`src/rtl/snn_pkg.sv`:
```
// Shared encodings and default widths for the SNN post-synaptic datapath.
package snn_pkg;

  localparam int TM_MAX = 0;
  localparam int TM_ADD = 1;

  localparam int TRACE_W_DEF = 16;
  localparam int CNT_W_DEF   = 7;
  localparam int IDX_W_DEF   = 5;

endpackage

```
`src/rtl/trace_update.sv`:
```
// Single-trace decay / spike update, evaluated one bit wider than the trace.
module trace_update
  import snn_pkg::*;
#(
  parameter int TRACE_W = TRACE_W_DEF,
  parameter int SHIFT   = 4,
  parameter int MODE    = TM_MAX,
  parameter int Y_INC   = 16384
) (
  input  logic               s_i,
  input  logic [TRACE_W-1:0] y_i,
  output logic [TRACE_W-1:0] y_o
);

  localparam logic [TRACE_W:0] MAXV = {1'b0, {TRACE_W{1'b1}}};
  localparam logic [TRACE_W:0] INC  = (TRACE_W+1)'(Y_INC);

  logic [TRACE_W:0] ext;
  logic [TRACE_W:0] dec;
  logic [TRACE_W:0] sum;

  always_comb begin
    ext = {1'b0, y_i};
    dec = ext - (ext >> SHIFT);
    sum = dec + INC;
    y_o = dec[TRACE_W-1:0];
    if (s_i) begin
      if (MODE == TM_MAX) y_o = MAXV[TRACE_W-1:0];
      else if (sum > MAXV) y_o = MAXV[TRACE_W-1:0];
      else y_o = sum[TRACE_W-1:0];
    end
  end

endmodule

```
`src/rtl/post_trace_array.sv`:
```
// Per-step spike capture, trace decay/update, spike counting and
// first-spike inhibit tracking for N_NEURON post-synaptic neurons.
module post_trace_array
  import snn_pkg::*;
#(
  parameter int N_NEURON   = 18,
  parameter int IDX_W      = IDX_W_DEF,
  parameter int TRACE_W    = TRACE_W_DEF,
  parameter int CNT_W      = CNT_W_DEF,
  parameter int Y1_SHIFT   = 4,
  parameter int Y2_SHIFT   = 5,
  parameter int TRACE_MODE = TM_MAX,
  parameter int Y_INC      = 16384
) (
  input  logic                        clk,
  input  logic                        reset_n,
  input  logic                        i_valid,
  input  logic                        i_spike,
  input  logic [IDX_W-1:0]            i_neuron_idx,
  input  logic                        i_s_init,
  input  logic                        i_cnt_clr,
  output logic [N_NEURON-1:0]         o_spike_buffer,
  output logic [N_NEURON*TRACE_W-1:0] o_y1_trace,
  output logic [N_NEURON*TRACE_W-1:0] o_y2_trace_buf,
  output logic [IDX_W-1:0]            o_inhbt,
  output logic                        o_inhbt_valid,
  output logic [N_NEURON*CNT_W-1:0]   o_post_cnt,
  output logic                        o_valid
);

  localparam int STEP_W = $clog2(N_NEURON + 1);
  localparam logic [STEP_W-1:0] LAST = STEP_W'(N_NEURON - 1);
  localparam logic [CNT_W-1:0] CNT_MAX = '1;
  localparam logic [N_NEURON-1:0] ONE = {{(N_NEURON-1){1'b0}}, 1'b1};

  logic [N_NEURON-1:0]               spike_q;
  logic [N_NEURON-1:0][TRACE_W-1:0]  y1_q;
  logic [N_NEURON-1:0][TRACE_W-1:0]  y2_q;
  logic [N_NEURON-1:0][TRACE_W-1:0]  y2buf_q;
  logic [N_NEURON-1:0][CNT_W-1:0]    cnt_q;
  logic [STEP_W-1:0]                 step_q;
  logic [IDX_W-1:0]                  inhbt_q;
  logic                              inhv_q;
  logic                              commit_q;

  logic [N_NEURON-1:0][TRACE_W-1:0]  y1_d;
  logic [N_NEURON-1:0][TRACE_W-1:0]  y2_d;
  logic [N_NEURON-1:0][CNT_W-1:0]    cnt_d;
  logic [N_NEURON-1:0]               set_d;
  logic                              accept;
  logic                              first_d;

  assign accept = i_valid && (32'(i_neuron_idx) < N_NEURON);
  assign set_d  = (accept && i_spike) ? (ONE << i_neuron_idx) : '0;
  // The commit cycle opens a new step, so the old inhibit flag no longer blocks.
  assign first_d = accept && i_spike && !(inhv_q && !commit_q);

  for (genvar k = 0; k < N_NEURON; k++) begin : g_n
    trace_update #(
      .TRACE_W(TRACE_W),
      .SHIFT  (Y1_SHIFT),
      .MODE   (TRACE_MODE),
      .Y_INC  (Y_INC)
    ) u_y1 (
      .s_i(spike_q[k]),
      .y_i(y1_q[k]),
      .y_o(y1_d[k])
    );

    trace_update #(
      .TRACE_W(TRACE_W),
      .SHIFT  (Y2_SHIFT),
      .MODE   (TRACE_MODE),
      .Y_INC  (Y_INC)
    ) u_y2 (
      .s_i(spike_q[k]),
      .y_i(y2_q[k]),
      .y_o(y2_d[k])
    );

    assign cnt_d[k] = (spike_q[k] && cnt_q[k] != CNT_MAX)
                    ? cnt_q[k] + 1'b1 : cnt_q[k];
  end

  always_ff @(posedge clk or negedge reset_n) begin
    if (!reset_n) begin
      spike_q  <= '0;
      y1_q     <= '0;
      y2_q     <= '0;
      y2buf_q  <= '0;
      cnt_q    <= '0;
      step_q   <= '0;
      inhbt_q  <= '0;
      inhv_q   <= 1'b0;
      commit_q <= 1'b0;
    end else if (i_s_init) begin
      spike_q  <= '0;
      y1_q     <= '0;
      y2_q     <= '0;
      y2buf_q  <= '0;
      cnt_q    <= '0;
      step_q   <= '0;
      inhbt_q  <= '0;
      inhv_q   <= 1'b0;
      commit_q <= 1'b0;
    end else begin
      commit_q <= 1'b0;
      if (accept) begin
        if (step_q == LAST) begin
          step_q   <= '0;
          commit_q <= 1'b1;
        end else begin
          step_q <= step_q + 1'b1;
        end
      end
      if (commit_q) begin
        spike_q <= set_d;
        y1_q    <= y1_d;
        y2_q    <= y2_d;
        y2buf_q <= y2_q;
      end else begin
        spike_q <= spike_q | set_d;
      end
      if (i_cnt_clr) cnt_q <= '0;
      else if (commit_q) cnt_q <= cnt_d;
      if (first_d) begin
        inhbt_q <= i_neuron_idx;
        inhv_q  <= 1'b1;
      end else if (commit_q) begin
        inhv_q <= 1'b0;
      end
    end
  end

  assign o_spike_buffer = spike_q;
  assign o_y1_trace     = y1_q;
  assign o_y2_trace_buf = y2buf_q;
  assign o_post_cnt     = cnt_q;
  assign o_inhbt        = inhbt_q;
  assign o_inhbt_valid  = inhv_q;
  assign o_valid        = commit_q;

endmodule

```
`config.mk`:
```
export PLATFORM = sky130hd
export DESIGN_NAME = post_trace_array
export DESIGN_NICKNAME = d
export VERILOG_FILES = /design/src/rtl/snn_pkg.sv /design/src/rtl/trace_update.sv /design/src/rtl/post_trace_array.sv
export SDC_FILE = /design/constraint.sdc
export NUM_CORES = 2
export LEC_CHECK = 0
export CORE_MARGIN = 4
export CORE_UTILIZATION = 40
export CTS_CLUSTER_SIZE = 25
export DETAILED_ROUTE_END_ITERATION = 8
export GPL_TIMING_DRIVEN = 0
export HOLD_SLACK_MARGIN = 0.03
export SLEW_MARGIN = 20
export SYNTH_ARGS = -nofsm -noshare
export SYNTH_HDL_FRONTEND = slang
export SYNTH_SLANG_ARGS = --single-unit
```
`constraint.sdc`:
```
create_clock -name clk -period 6.3 [get_ports clk]
set_input_delay 0.945 -clock clk [delete_from_list [all_inputs] [get_ports clk]]
set_output_delay 0.945 -clock clk [all_outputs]
set_load 0.005 [all_outputs]
```
Yosys cells after proc, flatten, opt, wreduce, memory -nomap -nowiden
Cells that the tools add are included. W data, S select, Z words.

Shift-type cells: 1. Magnitude comparators: 1. Reductions and logical operators: 65. Mux-type cells: 77. Equality and inequality tests: 19. Add/sub/neg operators: 55. Bitwise logic cells: 1.

Operators by type and width (count): $mux W288 (6); $mux W16 (36); $mux W126 (3); $sub A16 B11 Y16 (18); $sub A16 B12 Y16 (18); $add A7 B1 Y7 const B (18); $mux W7 (18); $ne A7 B7 Y1 const B (18); $reduce_bool A3 Y1 (20); $mux W18 (3); $reduce_and A2 Y1 (18); $mux W5 (5); $logic_and A1 B1 Y1 (22); $or A18 B18 Y18 (1); $shl A1 B5 Y18 const A (1); $mux W1 (6); $reduce_bool A2 Y1 (3); $add A5 B1 Y5 const B (1); $eq A5 B5 Y1 const B (1); $lt A5 B5 Y1 const B (1); $logic_not A1 Y1 (2).

Input bits: 11. Logic and storage cells: 296. Flip-flop bits (word level): 1020. Output and inout bits: 727.

Longest topological paths before layout
Word-level depth: 7. Gate-level depth with buffers: 10.

By module
From an unflattened synthesis, not the netlist that was laid out.

Cell total of the unflattened synthesis: 8028. Area total of the unflattened synthesis: 72155.5 µm².

Modules (own cells, without submodules): post_trace_array (cells each 3564, sequential area each 25524.5 µm², area an instance 42371.9 µm², instances 1); trace_update (g_n[12].u_y2 ...) (cells each 130, sequential area each 0.0 µm², area an instance 870.8 µm², instances 15); trace_update (g_n[13].u_y1 ...) (cells each 120, sequential area each 0.0 µm², area an instance 784.5 µm², instances 14); trace_update (g_n[0].u_y1 ...) (cells each 111, sequential area each 0.0 µm², area an instance 768.2 µm², instances 4); trace_update (g_n[0].u_y2 ...) (cells each 130, sequential area each 0.0 µm², area an instance 888.4 µm², instances 3).

Worst setup path after synthesis
No wires, ideal clock.

Path kind: input-to-reg. From: in i_s_init. To: reg cnt_q (netlist bit o_post_cnt[47]). Slack: 3.819 ns. Setup time: 0.132 ns. Data arrival time: 2.349 ns. Stages: 9. Data required time: 6.168 ns. Path through: clkbuf_1 or3_1 buf_2 nand2_1 a31oi_1 and3_1 nand4_1 xor2_1 nor2_1.

Longest elaborated chain between the ends: 2. Elaborated cells on any way between the ends: 4. Classes of those cells: mux: 1; reduce/logical: 3.

RTL lines: start, declared (line post_trace_array.sv:20) `input logic i_s_init,`; $reduce_bool A3 Y1 (no line); $reduce_and A2 Y1 (no line); end signal, assigned (line post_trace_array.sv:125) `else if (commit_q) cnt_q <= cnt_d;`; end, declared (line post_trace_array.sv:40) `logic [N_NEURON-1:0][CNT_W-1:0] cnt_q;`.

Parallel ways exist; a longest one is shown, timed or not. A chain may end at the register's enable or synchronous reset.

Worst setup path after layout
From: reg commit_q (netlist: o_valid). To: reg y1_q (netlist bit o_y1_trace[77]).

Longest elaborated chain between the ends: 1.

RTL lines: start, declared (line post_trace_array.sv:44) `logic commit_q;`; start signal, assigned (line post_trace_array.sv:95) `commit_q <= 1'b0;`; start signal, assigned (line post_trace_array.sv:105) `commit_q <= 1'b0;`; start signal, assigned (line post_trace_array.sv:107) `commit_q <= 1'b0;`; $reduce_bool A2 Y1 (no line); end signal, assigned (line post_trace_array.sv:118) `y1_q <= y1_d;`; end, declared (line post_trace_array.sv:37) `logic [N_NEURON-1:0][TRACE_W-1:0] y1_q;`.

Every way passes these cells.

==> results.py <==
metrics = {
    "run_status": {
        "status": "finished clean",
    },
    "clock_network": {
        "ctsHoldBuffers": 0,
        "clk_latency_ns": 0.76,
        "ctsRootBufferMaster": "clkbuf_16",
        "cts_htree_levels": 3,
        "clock_sinks": 1020,
        "post_cts.resized_instances": 0,
        "cts_made_buffers": 121,
        "post_cts.repair.setup_buffers": 0,
        "cts_buffer_depth": 3,
        "tritoncts": "built",
        "clk_pin_slew_ns": 0.06,
    },
    "drt": {
        "routed_wl_um": 270000,
        "vias": 58100,
        "wl_per_cell_um": 27.5,
        "drc_errors": 0,
        "via_per_inst": 5.91,
        "drt_first_pass_iters": 6,
        "ant_nets": 0,
        "drt_iter0_markers": 4977,
    },
    "synth": {
        "synth-simple-area-share_pct": 14.2,
        "synth_edf_count": 0,
        "synth_mux_area_share_pct": 6.01,
        "yosysTopAreaCell": "dfrtp_1",
        "syn_inst": 6795,
        "syn_area_per_cell_um2": 9.29,
        "yosys-top-cells-area": "dfrtp_1 (40%), ha_1 (8.6%), mux2i_1 (6.0%)",
        "ys_ff_latch": 1020,
        "netlist_area_mm2": 0.0631,
        "ys.flop_type": "dfrtp_1",
        "yosysWarnings": 0,
        "synth_top_family_by_area": "compound AO/OA/AOI/OAI gates",
        "yosysSeqAreaShare_pct": 40.4,
        "synth_cell_types": 85,
        "synthAdderAreaFrac_pct": 9.75,
        "syn_nets": 7276,
        "synth_top_area_share_pct": 40.4,
        "async_reset_ff_share_pct": 100,
        "synth_xor_area_share_pct": 4.79,
        "synth_compound_area_share_pct": 19.6,
    },
    "die": {
        "dieArea_mm2": 0.164,
        "row_count": 145,
        "core_mm2": 0.157,
        "die_h_um": 405,
        "ios": 738,
        "start_util_pct": 40.3,
        "die_w_um": 405,
    },
    "pwr": {
        "vdd_drop_max_mv": 0.244,
        "p_leak_nw": 33.2,
        "power.density_mw_per_mm2": 183,
    },
    "global_route": {
        "antenna_found_initial": 19,
        "overflow": 0,
        "grt_pass1_vias": 56300,
        "grt_max_degree": 139,
        "grt_pass1_wl_um": 390000,
        "grt_usage_pct": 32.0,
    },
    "place": {
        "gp_congestion": 0.939,
        "hpwlAfterDp_um": 205000,
        "port_buffers": 734,
    },
    "sta": {
        "fin_tns_setup_ns": 0,
        "max_freq_mhz": 239,
        "rsz0062_at_grt": "false",
        "max_slew_margin_pct": 17.7,
        "drv_slew": 0,
        "finClkSkew_ns": 0.0242,
        "min_period_over_period_pct": 66.4,
        "fin_crit_ns": 4.18,
        "hold_viol_final": 0,
        "whs_ns": 0.141,
        "tightest_slew_ns": 1.23,
        "setup_viol": 0,
    },
    "critical_path": {
        "crit_path_start_kind": "register",
        "slowest_stage": "buf_1",
        "critical_path.max_fanout": 10,
        "worst_setup_path_end_kind": "register",
        "crit_buf_inv": 5,
        "crit_required_ns": 6.95,
        "arrival_ns": 4.84,
        "cp_top_family": "buffers and inverters",
        "crit_type": "reg -> reg",
        "cpMostUsedCell": "buf_2",
        "cpPeakStageDelay_ns": 0.82,
        "crit_chain": "buf_2 > buf_2 > clkbuf_1 > buf_2 > buf_1 > nand2_1 > o32ai_1",
    },
    "flow_run": {
        "cap_violations": 0,
    },
    "final_layout": {
        "syn_to_final_growth_pct": 23.0,
        "nets": 8152,
        "layout-drive-gt1-share_pct": 5.15,
    },
    "min_path": {
        "hold_path_class": "in -> async",
    },
}
-- Yosys cell counts (78+ instances only) --
master       n
o21ai_0    225
and3_1      78
clkbuf_1   238
o21ai_1     83
nand3_1     82
dfrtp_1   1020
a221oi_1   168
o22ai_1    100
nor2_1     961
nand2_1    370
mux2i_1    376
xor2_1     173
xnor2_1    172
inv_1      504
o21a_1     108
ha_1       434
a21oi_1    291
a311oi_1   175
nor3_1     133
a21o_1     129
nor2b_1     82
-- final cells by class --
| type | count | area, um^2 |
|---|---|---|
| Inverter | 516 | 1940 |
| Buffer | 322 | 1400 |
| Timing Repair Buffer | 753 | 7880 |
| Sequential cell | 1020 | 25500 |
| Fill cell | 14700 | 78900 |
| Clock buffer | 183 | 3570 |
| Multi-Input combinational cell | 4937 | 34300 |
| Clock inverter | 36 | 414 |
| Antenna cell | 3 | 7.51 |
| Tap cell | 2058 | 2570 |
-- cells by family (layout without fill, tap and decap cells) --
group,count (synthesis),after routing
AND/OR/NAND/NOR,1999,1999
AO/OA/AOI/OAI,1745,1745
flip-flops,1020,1020
buffers and inverters,838,1810
adder cells (fa/ha/maj),470,470
multiplexers,378,378
XOR/XNOR,345,345
other,0,3
-- worst reg2reg max path, delay by kind of cell (launching register included) --
kind	cells	cell delay (ns)
buffers and inverters	5	3.10
AOI/OAI and AO/OA	1	0.23
and+or+nand+nor	1	0.42
DFF	1	0.35
-- power by group --
| part | switching, mW | internal (mW) | total, mW |
|---|---|---|---|
| sequential | 0.00368 | 6.56 | 6.56 |
| clock | 3.04 | 4.17 | 7.21 |
| combinational | 0.386 | 0.0693 | 0.455 |
-- routing by layer --
layer	GRT usage (%)	up-vias	wire length (um)
li1	-	26300	-
met3	8.48	522	24100
met5	0	-	53
met2	50.1	2353	120000
met1	41.2	28900	111000
met4	15.1	8	15200
-- through the flow --
| stage | instances | cell area, um^2 | util, % | total power [mW] | setup WS (ns) |
|---|---|---|---|---|---|
| after floorplan | 6795 | 63100 | - | 6.80 | 3.82 |
| after global placement | 9587 | 73000 | 46.6 | 7.14 | -44.60 |
| after detailed placement | 9606 | 73600 | 47.0 | 7.14 | 2.22 |
| after CTS | 9825 | 77600 | 49.6 | 14.3 | 2.21 |
| after global routing | 9825 | 77600 | 49.6 | 14.6 | 2.15 |
| final | 9828 | 77600 | 49.6 | 14.2 | 2.12 |
-- final timing paths --
kind                                        to  depth (start not counted)  slack, ns                 from
setup / recovery                o_y1_trace[77]                          7       2.12              o_valid
hold / removal                 o_y1_trace[247]                          1       0.14              reset_n
setup reg to reg                o_y1_trace[77]                          7       2.12              o_valid
hold reg to reg            o_y2_trace_buf[282]                          2       0.52  o_y2_trace_buf[282]
max in group asynchronous  o_y2_trace_buf[109]                          4       3.94              reset_n
min in group clk           o_y2_trace_buf[282]                          2       0.52  o_y2_trace_buf[282]
-- state kept, by name, summed over array words and instances (netlist names) --
register	flops
o_spike_buffer	18
step_q	5
o_y1_trace	288
y2_q	288
o_post_cnt	126
o_y2_trace_buf	288
o_valid	1
o_inhbt_valid	1
o_inhbt	5
-- layout by cell type (no fill, tap or decap), types with 78 or more instances in the layout --
cell type,count
o21ai_1,83
clkdlybuf4s50_1,733
nand3_1,82
nor2_1,961
nor2b_1,82
a21oi_1,291
o22ai_1,100
nand2_1,370
xnor2_1,172
xor2_1,173
o21a_1,108
a221oi_1,168
inv_1,504
ha_1,434
and3_1,78
a311oi_1,175
mux2i_1,376
a21o_1,129
nor3_1,133
o21ai_0,225
dfrtp_1,1020
clkbuf_1,218
clkbuf_16,123
(Power assumes the default switching activity.)
